<file path="config.mk">
export PLATFORM = sky130hd
export DESIGN_NAME = fetch_flat
export DESIGN_NICKNAME = d
export VERILOG_FILES = /design/src/rtl/fetch_if.sv /design/src/rtl/fetch.sv /design/src/flat_wrapper.sv
export SDC_FILE = /design/constraint.sdc
export NUM_CORES = 1
export LEC_CHECK = 0
export CAP_MARGIN = 20
export CORE_MARGIN = 1.5
export CORE_UTILIZATION = 35
export DETAILED_ROUTE_END_ITERATION = 7
export GPL_TIMING_DRIVEN = 0
export PLACE_DENSITY = 0.71
export SLEW_MARGIN = 25
export SYNTH_ARGS = -nofsm -noshare
export SYNTH_HDL_FRONTEND = slang
export SYNTH_SLANG_ARGS = --single-unit
export TNS_END_PERCENT = 50
</file>
<file path="constraint.sdc">
create_clock -name clk_i -period 3.1 [get_ports clk_i]
set_input_delay 0.465 -clock clk_i [delete_from_list [all_inputs] [get_ports clk_i]]
set_output_delay 0.465 -clock clk_i [all_outputs]
set_load 0.01 [all_outputs]
</file>
<file path="src/rtl/fetch_if.sv">
// Fetch-stage bus bundle: the instruction-memory request/response channel,
// the redirect input, and the decode-side handshake.
interface fetch_if;
  logic        imem_req_valid_o;
  logic        imem_req_ready_i;
  logic [31:0] imem_req_addr_o;
  logic        imem_rsp_valid_i;
  logic [31:0] imem_rsp_data_i;
  logic        redirect_valid_i;
  logic [31:0] redirect_pc_i;
  logic        valid_o;
  logic        ready_i;
  logic [31:0] pc_o;
  logic [31:0] instr_o;

  modport master (
    output imem_req_valid_o,
    input  imem_req_ready_i,
    output imem_req_addr_o,
    input  imem_rsp_valid_i,
    input  imem_rsp_data_i,
    input  redirect_valid_i,
    input  redirect_pc_i,
    output valid_o,
    input  ready_i,
    output pc_o,
    output instr_o
  );

  modport slave (
    input  imem_req_valid_o,
    output imem_req_ready_i,
    input  imem_req_addr_o,
    output imem_rsp_valid_i,
    output imem_rsp_data_i,
    output redirect_valid_i,
    output redirect_pc_i,
    input  valid_o,
    output ready_i,
    input  pc_o,
    input  instr_o
  );
endinterface

</file>
<file path="src/rtl/fetch.sv">
// Instruction fetch stage: credit-limited pipelined memory requests feeding a
// 2-entry {pc, instr} FIFO, with redirect flush and stale-response discard.
module fetch #(
  parameter logic [31:0] RESET_PC = 32'h0000_0000
) (
  input logic    clk_i,
  input logic    rst_n_i,
  fetch_if.master bus
);

  logic [31:0] r_reqPc;
  logic [31:0] r_rspPc;
  logic [1:0]  r_inflight;
  logic [1:0]  r_discard;
  logic [1:0]  r_count;
  logic        r_head;
  logic [31:0] r_fifoPc    [2];
  logic [31:0] r_fifoInstr [2];

  logic        w_redirect;
  logic        w_valid;
  logic        w_pop;
  logic        w_reqValid;
  logic        w_fire;
  logic        w_rspValid;
  logic        w_push;
  logic        w_tail;
  logic [1:0]  w_live;
  logic [2:0]  w_credit;
  logic [31:0] w_redirPc;

  assign w_redirect = bus.redirect_valid_i;
  assign w_rspValid = bus.imem_rsp_valid_i;
  assign w_redirPc  = bus.redirect_pc_i & ~32'h0000_0003;

  assign w_valid = (r_count != 2'd0) && !w_redirect;
  assign w_pop   = w_valid && bus.ready_i;

  // Credit counts live requests plus buffered entries, so every live response has a slot.
  assign w_live     = r_inflight - r_discard;
  assign w_credit   = {1'b0, w_live} + {1'b0, r_count} - {2'b00, w_pop};
  assign w_reqValid = rst_n_i && !w_redirect && (r_inflight < 2'd2) && (w_credit < 3'd2);
  assign w_fire     = w_reqValid && bus.imem_req_ready_i;

  assign w_push = w_rspValid && (r_discard == 2'd0) && !w_redirect;
  assign w_tail = r_head ^ r_count[0];

  assign bus.imem_req_valid_o = w_reqValid;
  assign bus.imem_req_addr_o  = r_reqPc;
  assign bus.valid_o          = w_valid;
  assign bus.pc_o             = r_fifoPc[r_head];
  assign bus.instr_o          = r_fifoInstr[r_head];

  always_ff @(posedge clk_i or negedge rst_n_i) begin
    if (!rst_n_i) begin
      r_reqPc        <= RESET_PC;
      r_rspPc        <= RESET_PC;
      r_inflight     <= 2'd0;
      r_discard      <= 2'd0;
      r_count        <= 2'd0;
      r_head         <= 1'b0;
      r_fifoPc[0]    <= 32'd0;
      r_fifoPc[1]    <= 32'd0;
      r_fifoInstr[0] <= 32'd0;
      r_fifoInstr[1] <= 32'd0;
    end else if (w_redirect) begin
      // Everything still outstanding becomes stale; a response landing now is dropped too.
      r_reqPc    <= w_redirPc;
      r_rspPc    <= w_redirPc;
      r_count    <= 2'd0;
      r_head     <= 1'b0;
      r_inflight <= r_inflight - {1'b0, w_rspValid};
      r_discard  <= r_inflight - {1'b0, w_rspValid};
    end else begin
      if (w_fire) begin
        r_reqPc <= r_reqPc + 32'd4;
      end
      r_inflight <= r_inflight + {1'b0, w_fire} - {1'b0, w_rspValid};
      if (w_rspValid && (r_discard != 2'd0)) begin
        r_discard <= r_discard - 2'd1;
      end
      if (w_push) begin
        r_fifoPc[w_tail]    <= r_rspPc;
        r_fifoInstr[w_tail] <= bus.imem_rsp_data_i;
        r_rspPc             <= r_rspPc + 32'd4;
      end
      if (w_pop) begin
        r_head <= ~r_head;
      end
      r_count <= r_count + {1'b0, w_push} - {1'b0, w_pop};
    end
  end

endmodule

</file>
<file path="src/flat_wrapper.sv">
// flat-port wrapper written by rule: the top's interface ports become plain ports
module fetch_flat 
#(
  parameter logic [31:0] RESET_PC = 32'h0000_0000
)
  (clk_i, rst_n_i, bus_imem_req_valid_o, bus_imem_req_ready_i, bus_imem_req_addr_o, bus_imem_rsp_valid_i, bus_imem_rsp_data_i, bus_redirect_valid_i, bus_redirect_pc_i, bus_valid_o, bus_ready_i, bus_pc_o, bus_instr_o);
  fetch_if bus_i ();
  input logic clk_i;
  input logic rst_n_i;
  output wire logic [$bits(bus_i.imem_req_valid_o)-1:0] bus_imem_req_valid_o;
  input wire logic [$bits(bus_i.imem_req_ready_i)-1:0] bus_imem_req_ready_i;
  output wire logic [$bits(bus_i.imem_req_addr_o)-1:0] bus_imem_req_addr_o;
  input wire logic [$bits(bus_i.imem_rsp_valid_i)-1:0] bus_imem_rsp_valid_i;
  input wire logic [$bits(bus_i.imem_rsp_data_i)-1:0] bus_imem_rsp_data_i;
  input wire logic [$bits(bus_i.redirect_valid_i)-1:0] bus_redirect_valid_i;
  input wire logic [$bits(bus_i.redirect_pc_i)-1:0] bus_redirect_pc_i;
  output wire logic [$bits(bus_i.valid_o)-1:0] bus_valid_o;
  input wire logic [$bits(bus_i.ready_i)-1:0] bus_ready_i;
  output wire logic [$bits(bus_i.pc_o)-1:0] bus_pc_o;
  output wire logic [$bits(bus_i.instr_o)-1:0] bus_instr_o;
  assign bus_imem_req_valid_o = bus_i.imem_req_valid_o;
  assign bus_i.imem_req_ready_i = bus_imem_req_ready_i;
  assign bus_imem_req_addr_o = bus_i.imem_req_addr_o;
  assign bus_i.imem_rsp_valid_i = bus_imem_rsp_valid_i;
  assign bus_i.imem_rsp_data_i = bus_imem_rsp_data_i;
  assign bus_i.redirect_valid_i = bus_redirect_valid_i;
  assign bus_i.redirect_pc_i = bus_redirect_pc_i;
  assign bus_valid_o = bus_i.valid_o;
  assign bus_i.ready_i = bus_ready_i;
  assign bus_pc_o = bus_i.pc_o;
  assign bus_instr_o = bus_i.instr_o;
  fetch #(.RESET_PC(RESET_PC)) u_core (.clk_i(clk_i), .rst_n_i(rst_n_i), .bus(bus_i));
endmodule
</file>
==> results of run 1 <==
final cells by class:
| cell class | count | area [um^2] |
|---|---|---|
| clock buffers | 17 | 425.4 |
| inverters | 9 | 33.78 |
| well taps | 341 | 426.7 |
| clock inverters | 15 | 191.4 |
| plain buffers | 49 | 255.2 |
| multi-input cells | 558 | 4850 |
| flip-flops and latches | 191 | 4781 |
| fillers | 2372 | 14080 |
| repair buffers | 179 | 1831 |
worst max path at each step:
stage               slack [ns]                                         end  depth (start not counted)
global placement         -6.84  u_core.bus.imem_req_addr_o[30]$_DFFE_PN0P_                          5
CTS                      -0.11  u_core.bus.imem_req_addr_o[18]$_DFFE_PN0P_                         10
detailed placement       -0.69  u_core.bus.imem_req_addr_o[18]$_DFFE_PN0P_                         14
global route             -0.23  u_core.bus.imem_req_addr_o[14]$_DFFE_PN0P_                         11
finish                   -0.17  u_core.bus.imem_req_addr_o[18]$_DFFE_PN0P_                         12
floorplan                -0.37  u_core.bus.imem_req_addr_o[24]$_DFFE_PN0P_                         11
per-layer routing:
metal	vias to the layer above	routed length, um
met1	3824	11460
met2	296	13350
met5	-	0
met4	0	1003
li1	3408	-
met3	72	1510
per-stage QoR:
step                      instances  setup slack [ns]    util   TNS, ns  instance area (um^2)
after floorplan                 808           -0.3746       -    -6.806                  9692
after global placement         1309            -6.838  0.4361  -1512.24                 11720
after detailed placement       1311           -0.6932  0.4387    -16.98                 11790
after CTS                      1356           -0.1095  0.4715    -1.160                 12670
after global routing           1359           -0.2281  0.4760    -3.141                 12790
final                          1359           -0.1736  0.4760    -1.602                 12790
cell usage after synthesis, types with 6 or more instances:
cell / instances
buf_1: 6
nor3_1: 15
nand3_1: 25
and4_1: 15
o31ai_1: 16
and3_1: 20
nor2_1: 36
and2_1: 8
or3_1: 7
dfrtp_1: 191
clkbuf_1: 39
nand2_1: 28
o21ai_0: 8
nand4_1: 18
nor4_1: 18
nand2b_1: 6
a21oi_1: 7
a31oi_1: 18
mux2_2: 199
nor2b_1: 8
inv_1: 9
xor2_1: 9
xnor2_1: 19
or4_1: 12
a211oi_1: 17
ha_1: 9
state kept, by name, summed over array words and instances, names as in the netlist:
name	flops
u_core.r_count	2
u_core.r_fifoInstr	64
u_core.bus.imem_req_addr_o	30
u_core.r_head	1
u_core.r_inflight	2
u_core.r_rspPc	30
u_core.r_discard	2
u_core.r_fifoPc	60
worst register-to-register path: stages (launching register included):
cell,delay [ns]
dfrtp_1,0.40
inv_2,0.07
a21oi_4,0.16
and2_4,0.18
ha_4,0.19
or2_4,0.23
fa_2,0.59
nand4b_4,0.12
or4_4,0.50
buf_8,0.18
clkbuf_16,0.17
o31ai_4,0.23
a31oi_1,0.11
power by group through the flow:
| stage | logic (mW) | registers [mW] | clock network (mW) |
|---|---|---|---|
| 6_report | 4.64 | 3.96 | 2.25 |
| 5_1_grt | 4.97 | 4.09 | 2.41 |
| 4_1_cts | 4.64 | 3.96 | 2.28 |
| 3_5_place_dp | 4.28 | 3.99 | 0 |
| 3_3_place_gp | 4.21 | 3.93 | 0 |
| 2_1_floorplan | 2.54 | 3.82 | 0 |
what timing repair did:
action | 4_1_cts | 5_1_grt
pin swaps | 13 | 9
resized for setup | 32 | 17
endpoints found under the setup margin | 81 | 26
hold endpoints to repair | 23 | 0
hold buffers | 1 | 0
buffers inserted | 11 | 3
cloned | 3 | 0
cell families after synthesis:
group / count (synthesis) / share of synthesized area
flops: 191 / 0.4992
compound gates: 86 / 0.06364
simple gates: 227 / 0.1342
mux: 202 / 0.2372
other cells: 1 / 0.0003916
buf+inv: 60 / 0.02600
xor+xnor: 28 / 0.02561
fa+ha+maj: 10 / 0.01385
==> flow_summary_export.csv, run 1 <==
group,metric,value,unit
sta,finalMaxSlewViolations,0,
finish,layout_commonest_cell,"mux2_2",
die,die_width,168.4,um
drt,drt_iter0_markers,646,
setup_path,crit_slowest_cell,"fa_2",
sta,min_period,3.274,ns
sta,hold_viol_final,0,
worst_hold_path,hp-class,"in2async",
global_routing,grt_pass1_wl,43460,um
synth,syn_avg_cell_area,11.89,um^2
sta,rsz0062_at_grt,"yes",
flow_run,max-cap-violations,0,
setup_path,r2r-start,"u_core.r_count[1]$_DFF_PN0_",
setup_path,rr_worst_depth,12,
run_status,status,"finished with violations",
pwr,power_density,847.5,nW/um^2
synth,synth_warnings,0,
global_routing,met1_usage,0.2501,
clock_network,path_clk_slew,0.07,ns
finish,area_growth,33.61,%
setup_path,cp_max_fo,6,
clock_network,clockRootBuffer,"clkbuf_16",
global_routing,grt_util_met3,0.03973,
sta,fin_crit_sh,1.056,
sta,setup-violations-final,17,
die,fp.dieH,168.4,um
pwr,switching_share,0.3371,
sta,setup_slack,-0.1736,ns
finish,drive_gt1_frac,0.2976,
synth,synth_top_area_frac,0.4992,
clock_network,cts_buffer_depth,2,
setup_path,critPathKind,"reg2reg",
drt,antenna_left,0,
pwr,max-vdd-ir-drop,0.4063,mV
global_routing,grt_antenna_before_repair,0,
sta,max_freq,0.3055,GHz
pwr,power_frac_clock,0.207,
global_routing,grtUsageMet2,0.3249,
sta,tightestPinTransition,0.8049,ns
synth,async_reset_ff_frac,1.000,
place,dp_hpwl,19590,um
global_routing,grt_max_degree,87,
drt,vias_per_cell,5.592,
place,gp_congestion,0.8858,
global_routing,overflow,0,
die,dieArea,28360,um^2
sta,skew,0.01383,ns
place,port_buffers,160,
synth,synth_cell_types,47,
global_routing,globalRoute.busiestLayer,"met2",
clock_network,numCtsBuffers,17,
synth,seq_area_frac_synth,0.4992,
setup_path,r2r_slack,-0.17,ns
drt,drt-pass1-iter-count,6,
setup_path,end_kind,"register",
die,core_area,26880,um^2
clock_network,cts_sinks,191,
pwr,fin_total_pwr,10.84,mW
setup_path,crit_chain,"inv_2 -> a21oi_4 -> and2_4 -> ha_4 -> or2_4 -> fa_2 -> nand4b_4 -> or4_4 -> buf_8 -> clkbuf_16 -> o31ai_4 -> a31oi_1",
pwr,p_comb_frac,0.428,
drt,drc,0,
clock_network,cts_tree,"built",
setup_path,arrival,3.57,ns
finish,nNetsFinal,1085,
finish,antenna_cells,0,
sta,maxSlewHeadroom,0.4585,
synth,ys_seq_elements,191,
setup_path,startpoint,"u_core.r_count[1]$_DFF_PN0_",
setup_path,r2r-end,"u_core.bus.imem_req_addr_o[18]$_DFFE_PN0P_",
clock_network,h-tree-depth,4,
finish,final_cell_mix,"mux2_2, dfrtp_1, clkdlybuf4s50_1",
drt,post_drt_wl_per_cell,20.10,um
setup_path,crit_family,"simple AND/OR/NAND/NOR gates",
pwr,p_switching,3.655,mW
run_status,violations,"negative setup slack",
drt,wl,27320,um
pwr,intPower,7.188,mW
synth,synthTopCellsByArea,"dfrtp_1, mux2_2, xnor2_1",
die,ios,168,
synth,synth_area,9575,um^2
die,initial_core_util,0.3563,
global_routing,grt_pass1_vias,7786,
synth,syn_inst,805,
pwr,p_leak,5.187,nW
pwr,seqPwrFrac,0.365,
synth,synth_largest_area_cell,"dfrtp_1",
setup_path,critPathLaunchType,"register",
sta,holdWs,0.4552,ns
die,num_rows,60,
drt,num_vias,7600,
synth,synth_ff_type,"dfrtp_1",
setup_path,worstPathRequired,3.39,ns
setup_path,slowest_delay,0.59,ns
setup_path,worst-path-buf-inv,3,
clock_network,insertion_delay,0.44,ns
global_routing,gr-usage-all-layers,0.1964,
synth,synth_edf_count,0,
No activity file was read; power rests on OpenSTA's default activity.
==> run 2, diff against run 1 <==
PLACE_DENSITY = 0.67   (was 0.71)
==> flow_summary_export.csv, run 2 (synthesis gave the netlist of run 1 again) <==
group,metric,value,unit
finish,drive_gt1_frac,0.2996,
drt,wl_met2,13240,um
drt,drt_iter0_markers,491,
drt,drt-pass1-iter-count,5,
finish,final_cell_mix,"mux2_2, dfrtp_1, clkdlybuf4s50_1",
clock_network,clockRootBuffer,"clkbuf_16",
sta,finalSetupTns,-1.154,ns
finish,reg_top3,"u_core.r_fifoInstr: 64 flops, u_core.r_fifoPc: 60 flops",
clock_network,h-tree-depth,4,
sta,holdWs,0.4380,ns
global_routing,grt_pass1_wl,42690,um
global_routing,grt_pass1_vias,7540,
setup_path,worstPathRequired,3.38,ns
setup_path,crit_family,"simple AND/OR/NAND/NOR gates",
pwr,fin_total_pwr,10.68,mW
setup_path,worst-path-stages,11,
global_routing,gr-usage-all-layers,0.1954,
setup_path,critPathLaunchType,"register",
sta,rsz0062_at_grt,"yes",
sta,fin_crit_sh,1.045,
setup_path,cp_max_fo,5,
clock_network,cts_sinks,191,
finish,seq_area,4781,um^2
worst_hold_path,hp-class,"in2async",
global_routing,grt_max_degree,89,
global_routing,overflow,0,
global_routing,grt_antenna_before_repair,0,
sta,max_freq,0.3086,GHz
die,ios,168,
place,dp_hpwl,19150,um
finish,area_growth,33.02,%
die,die_width,168.4,um
finish,antenna_cells,0,
drt,route.met3.wl,1449,um
place,port_buffers,160,
drt,m1WireLength,11660,um
finish,layout_commonest_cell,"mux2_2",
drt,top_layer,"met4",
pwr,power_density,838.2,nW/um^2
setup_path,worst-path-buf-inv,2,
place,dpl_worst_slack,-0.6617,ns
drt,antenna_left,0,
die,fp.dieH,168.4,um
sta,tightestPinTransition,0.7639,ns
finish,regMostFlops,"u_core.r_fifoInstr",
finish,nNetsFinal,1085,
flow_run,max-cap-violations,0,
clock_network,insertion_delay,0.43,ns
setup_path,rr_worst_depth,11,
finish,largest_reg_flops,64,
run_status,status,"finished with violations",
setup_path,crit_chain,"inv_2 -> a21oi_4 -> and2_4 -> ha_4 -> or2_4 -> fa_2 -> nand4b_4 -> or4_4 -> bufbuf_16 -> o31ai_4 -> a31oi_1",
clock_network,numCtsBuffers,17,
drt,num_vias,7527,
setup_path,slowest_delay,0.60,ns
sta,finalMaxSlewViolations,0,
setup_path,crit_slowest_cell,"fa_2",
finish,nFillCells,2465,
drt,wl,27090,um
place,gp_congestion,0.8819,
sta,maxSlewHeadroom,0.4860,
setup_path,end_kind,"register",
die,num_rows,60,
setup_path,arrival,3.52,ns
die,initial_core_util,0.3563,
pwr,max-vdd-ir-drop,0.4558,mV
drt,drc,0,
finish,multi_input_area,4832,um^2
sta,min_period,3.241,ns
sta,hold_viol_final,0,
sta,setup-violations-final,15,
die,core_area,26880,um^2
clock_network,cts_buffer_depth,2,
setup_path,critPathKind,"reg2reg",
run_status,violations,"negative setup slack",
clock_network,path_clk_slew,0.08,ns
finish,utilization,0.4739,
clock_network,cts_tree,"built",
drt,vias_per_cell,5.539,
die,dieArea,28360,um^2
sta,skew,0.01467,ns
drt,post_drt_wl_per_cell,19.94,um
sta,setup_slack,-0.1408,ns
pwr,p_leak,5.174,nW
-- run 2: power by group --
group | internal (mW) | total (mW) | switching, mW | leakage (nW)
Clock | 1.11 | 2.15 | 1.04 | 0.279
Combinational | 2.67 | 4.57 | 1.91 | 2.56
Sequential | 3.39 | 3.95 | 0.558 | 2.33
Total | 7.17 | 10.7 | 3.51 | 5.17
-- run 2: cell type report --
class,count,share of cell area
flip-flops and latches,191,0.3753
multi-input cells,558,0.3794
repair buffers,179,0.1441
clock inverters,13,0.009234
well taps,341,0.03350
inverters,9,0.002652
plain buffers,49,0.02024
clock buffers,19,0.03556
-- run 2: per-stage QoR --
step	cell area, um^2	instances
detailed placement	11790	1311
global route	12740	1359
CTS	12630	1354
finish	12740	1359
global placement	11720	1309
floorplan	9692	808
-- run 2: what timing repair did --
| item | 4_1_cts | 5_1_grt |
|---|---|---|
| pin swaps | 17 | 9 |
| gates cloned | 3 | 0 |
| endpoints found under the hold margin | 20 | 0 |
| hold buffers | 1 | 0 |
| gates resized for setup | 33 | 15 |
| setup endpoints to repair | 80 | 23 |
| buffers inserted | 9 | 5 |
-- run 2: metal layers --
| layer | track usage | up-vias |
|---|---|---|
| li1 | - | 3407 |
| met1 | 0.2606 | 3808 |
| met2 | 0.3172 | 255 |
| met3 | 0.03526 | 57 |
| met4 | 0.07298 | 0 |
| met5 | 0 | - |
-- run 2: path summary, 6_finish.rpt --
check	endpoint	slack (ns)	startpoint
setup / recovery	u_core.bus.imem_req_addr_o[17]$_DFFE_PN0P_	-0.14	u_core.r_count[0]$_DFF_PN0_
hold / removal	u_core.bus.imem_req_addr_o[9]$_DFFE_PN0P_	0.44	rst_n_i
setup reg to reg	u_core.bus.imem_req_addr_o[17]$_DFFE_PN0P_	-0.14	u_core.r_count[0]$_DFF_PN0_
hold reg to reg	u_core.r_fifoPc[25]$_DFFE_PN0P_	0.50	u_core.r_fifoPc[25]$_DFFE_PN0P_
max in group asynchronous	u_core.r_fifoInstr[44]$_DFFE_PN0P_	1.51	rst_n_i
min in group clk_i	u_core.r_fifoPc[25]$_DFFE_PN0P_	0.50	u_core.r_fifoPc[25]$_DFFE_PN0P_
==> run 3, diff against run 2 <==
ABC_AREA = 1   (was not set)
==> flow_summary_export.csv, run 3 <==
group,metric,value,unit
finish,area_growth,29.07,%
worst_hold_path,hp-class,"in2async",
finish,fin_cells,1788,
clock_network,cts_buffer_depth,2,
sta,finalMaxSlewViolations,0,
sta,hold_viol_final,10,
synth,synth_common_cells,"nand2_1, dfrtp_1, inv_1, o21ai_0, nor2_1",
finish,nFillCells,2748,
clock_network,cts_tree,"built",
synth,synthTopCellsByArea,"dfrtp_1, nand2_1, mux2_2",
finish,largest_reg_flops,64,
synth,ys_seq_elements,191,
die,ios,168,
finish,final_cell_mix,"nand2_1, dfrtp_1, clkdlybuf4s50_1",
pwr,max-vdd-ir-drop,0.4455,mV
drt,vias_per_cell,4.932,
drt,drt-pass1-iter-count,6,
setup_path,crit_family,"adder cells",
setup_path,crit_slowest_cell,"fa_1",
drt,antenna_left,0,
finish,nNetsFinal,1477,
place,dp_hpwl,21160,um
sta,tightestPinTransition,0.6530,ns
setup_path,rr_worst_depth,17,
synth,syn_avg_cell_area,8.194,um^2
synth,synth_edf_count,0,
finish,regMostFlops,"u_core.r_fifoInstr",
global_routing,overflow,0,
setup_path,end_kind,"output pin",
setup_path,r2r-end,"u_core.bus.imem_req_addr_o[19]$_DFFE_PN0P_",
flow_run,max-cap-violations,0,
setup_path,worstPathRequired,2.63,ns
drt,post_drt_wl_per_cell,16.04,um
place,gp_congestion,0.9449,
finish,multi_input_area,4343,um^2
global_routing,grt_max_degree,69,
drt,wl,28670,um
die,num_rows,61,
sta,rsz0062_at_grt,"yes",
drt,drt_iter0_markers,719,
drt,num_vias,8818,
clock_network,clockRootBuffer,"clkbuf_16",
die,initial_core_util,0.3554,
die,die_width,171.0,um
global_routing,grt_pass1_wl,45240,um
run_status,violations,"negative hold slack",
die,dieArea,29230,um^2
setup_path,critPathLaunchType,"register",
setup_path,arrival,2.55,ns
drt,drc,0,
run_status,status,"finished with violations",
clock_network,numCtsBuffers,17,
setup_path,crit_chain,"inv_2 -> a21oi_2 -> nand2_1 -> inv_2 -> ha_4 -> or2_4 -> fa_1 -> nand3_1 -> nor2_2 -> buf_2",
clock_network,cts_sinks,191,
sta,fin_crit_sh,0.9740,
finish,layout_commonest_cell,"nand2_1",
synth,synth_area,9873,um^2
synth,seq_area_frac_synth,0.4841,
synth,synth_top_area_frac,0.4841,
global_routing,gr-usage-all-layers,0.2003,
sta,skew,0.01253,ns
finish,antenna_cells,0,
synth,syn_inst,1205,
setup_path,path_common_cell,"inv_2",
setup_path,r2r_slack,0.17,ns
pwr,power_density,800.0,nW/um^2
clock_network,insertion_delay,0.45,ns
clock_network,path_clk_slew,0.08,ns
die,fp.dieH,171.0,um
finish,reg_top3,"u_core.r_fifoInstr: 64 flops, u_core.r_fifoPc: 60 flops",
sta,setup-violations-final,0,
die,core_area,27780,um^2
sta,min_period,3.019,ns
synth,synth.most_common_cell,"nand2_1",
sta,max_freq,0.3312,GHz
global_routing,grt_antenna_before_repair,0,
clock_network,h-tree-depth,4,
place,port_buffers,161,
place,post-place-cells,1749,
setup_path,cp_max_fo,2,
finish,drive_gt1_frac,0.1099,
finish,seq_area,4780,um^2
setup_path,worst-path-buf-inv,3,
synth,synth_largest_area_cell,"dfrtp_1",
global_routing,grt_pass1_vias,8429,
setup_path,critPathKind,"reg2out",
synth,async_reset_ff_frac,1.000,
sta,holdWs,-0.009646,ns
synth,synth_ff_type,"dfrtp_1",
synth,synth_warnings,0,
setup_path,r2r-start,"u_core.r_count[0]$_DFF_PN0_",
sta,maxSlewHeadroom,0.5646,
synth,synth_cell_types,34,
setup_path,slowest_delay,0.53,ns
pwr,p_leak,5.909,nW
## run 3: cell count changes in the layout (fill, tap and decap cells not counted), sizes merged, moves of 18 or more
cell,before,now
nand2,28,356
o21ai,8,161
mux2,199,63
inv,18,144
nor2,36,83
nand3,25,59
clkbuf,57,34
and3,20,0
xor2,9,28
nor4,18,0
## run 3: cell families (layout without fill, tap and decap cells)
| group | count (synthesis) | after routing | synth area share |
|---|---|---|---|
| AO/OA/AOI/OAI | 192 | 192 | 0.1042 |
| XOR/XNOR | 35 | 35 | 0.03105 |
| adder cells (fa/ha/maj) | 10 | 10 | 0.01343 |
| buffers and inverters | 188 | 390 | 0.08111 |
| flip-flops | 191 | 191 | 0.4841 |
| multiplexers | 63 | 63 | 0.07185 |
| other | 1 | 4 | 0.0003798 |
| AND/OR/NAND/NOR | 525 | 525 | 0.2139 |
## run 3: worst reg2reg max path: stages, from the launching register on
cell and delay, ns:
dfrtp_1 0.37, inv_2 0.07, a21oi_2 0.14, nand2_1 0.10
inv_2 0.07, ha_4 0.19, or2_4 0.23, fa_1 0.53
nand3_1 0.08, nor2_2 0.18, nand2_4 0.14, nand2_4 0.16
inv_1 0.08, buf_2 0.21, nand2_1 0.09, nand2_1 0.05
inv_1 0.05, o21ai_0 0.06
## run 3: stage by stage
step | worst slack [ns] | util | power [mW] | area, um^2 | setup TNS [ns]
floorplan | 0.007029 | - | 6.055 | 9888 | 0
global placement | -6.443 | 0.4310 | 7.819 | 11970 | -1427.20
detailed placement | -0.9867 | 0.4331 | 7.907 | 12030 | -27.54
CTS | 0.02272 | 0.4568 | 10.20 | 12690 | 0
global route | -0.05250 | 0.4587 | 10.88 | 12740 | -0.06199
finish | 0.08055 | 0.4587 | 10.19 | 12740 | 0
## run 3: final cells by class
cell class | count | area share
clock buffers | 18 | 0.03368
well taps | 378 | 0.03711
flip-flops and latches | 191 | 0.3751
clock inverters | 14 | 0.01316
multi-input cells | 829 | 0.3408
repair buffers | 170 | 0.1366
inverters | 136 | 0.04006
plain buffers | 52 | 0.02356
## run 3: worst max-delay path by stage
| stage | slack (ns) | start | cells after the start | to |
|---|---|---|---|---|
| 4_1_cts | 0.02 | u_core.r_discard[0]$_DFFE_PN0P_ | 14 | u_core.r_inflight[1]$_DFF_PN0_ |
| 6_report | 0.08 | u_core.r_count[0]$_DFF_PN0_ | 10 | bus_imem_req_valid_o |
| 3_3_place_gp | -6.44 | rst_n_i | 1 | u_core.bus.imem_req_addr_o[21]$_DFFE_PN0P_ |
| 3_5_place_dp | -0.99 | bus_redirect_valid_i | 17 | u_core.r_inflight[1]$_DFF_PN0_ |
| 2_1_floorplan | 0.007 | bus_redirect_valid_i | 16 | u_core.r_inflight[1]$_DFF_PN0_ |
| 5_1_grt | -0.05 | u_core.r_count[1]$_DFF_PN0_ | 10 | bus_imem_req_valid_o |
## run 3: metal layers
layer	share of wire	global-route usage	vias to the layer above
li1	-	-	4254
met3	0.072	0.04002	31
met4	0.011	0.04310	0
met2	0.45	0.3162	316
met1	0.47	0.2838	4217
met5	0	0	-
## run 3: power breakdown
group | switching [mW] | internal [mW] | total [mW]
logic | 1.97 | 2.04 | 4.01
clock network | 1.10 | 1.16 | 2.25
registers | 0.583 | 3.35 | 3.93
## run 3: what timing repair did
item | 4_1_cts | 5_1_grt
resized for setup | 12 | 8
hold buffers | 1 | 0
pin swaps | 4 | 7
buffers inserted | 3 | 3
setup endpoints to repair | 43 | 25
hold endpoints to repair | 64 | 0
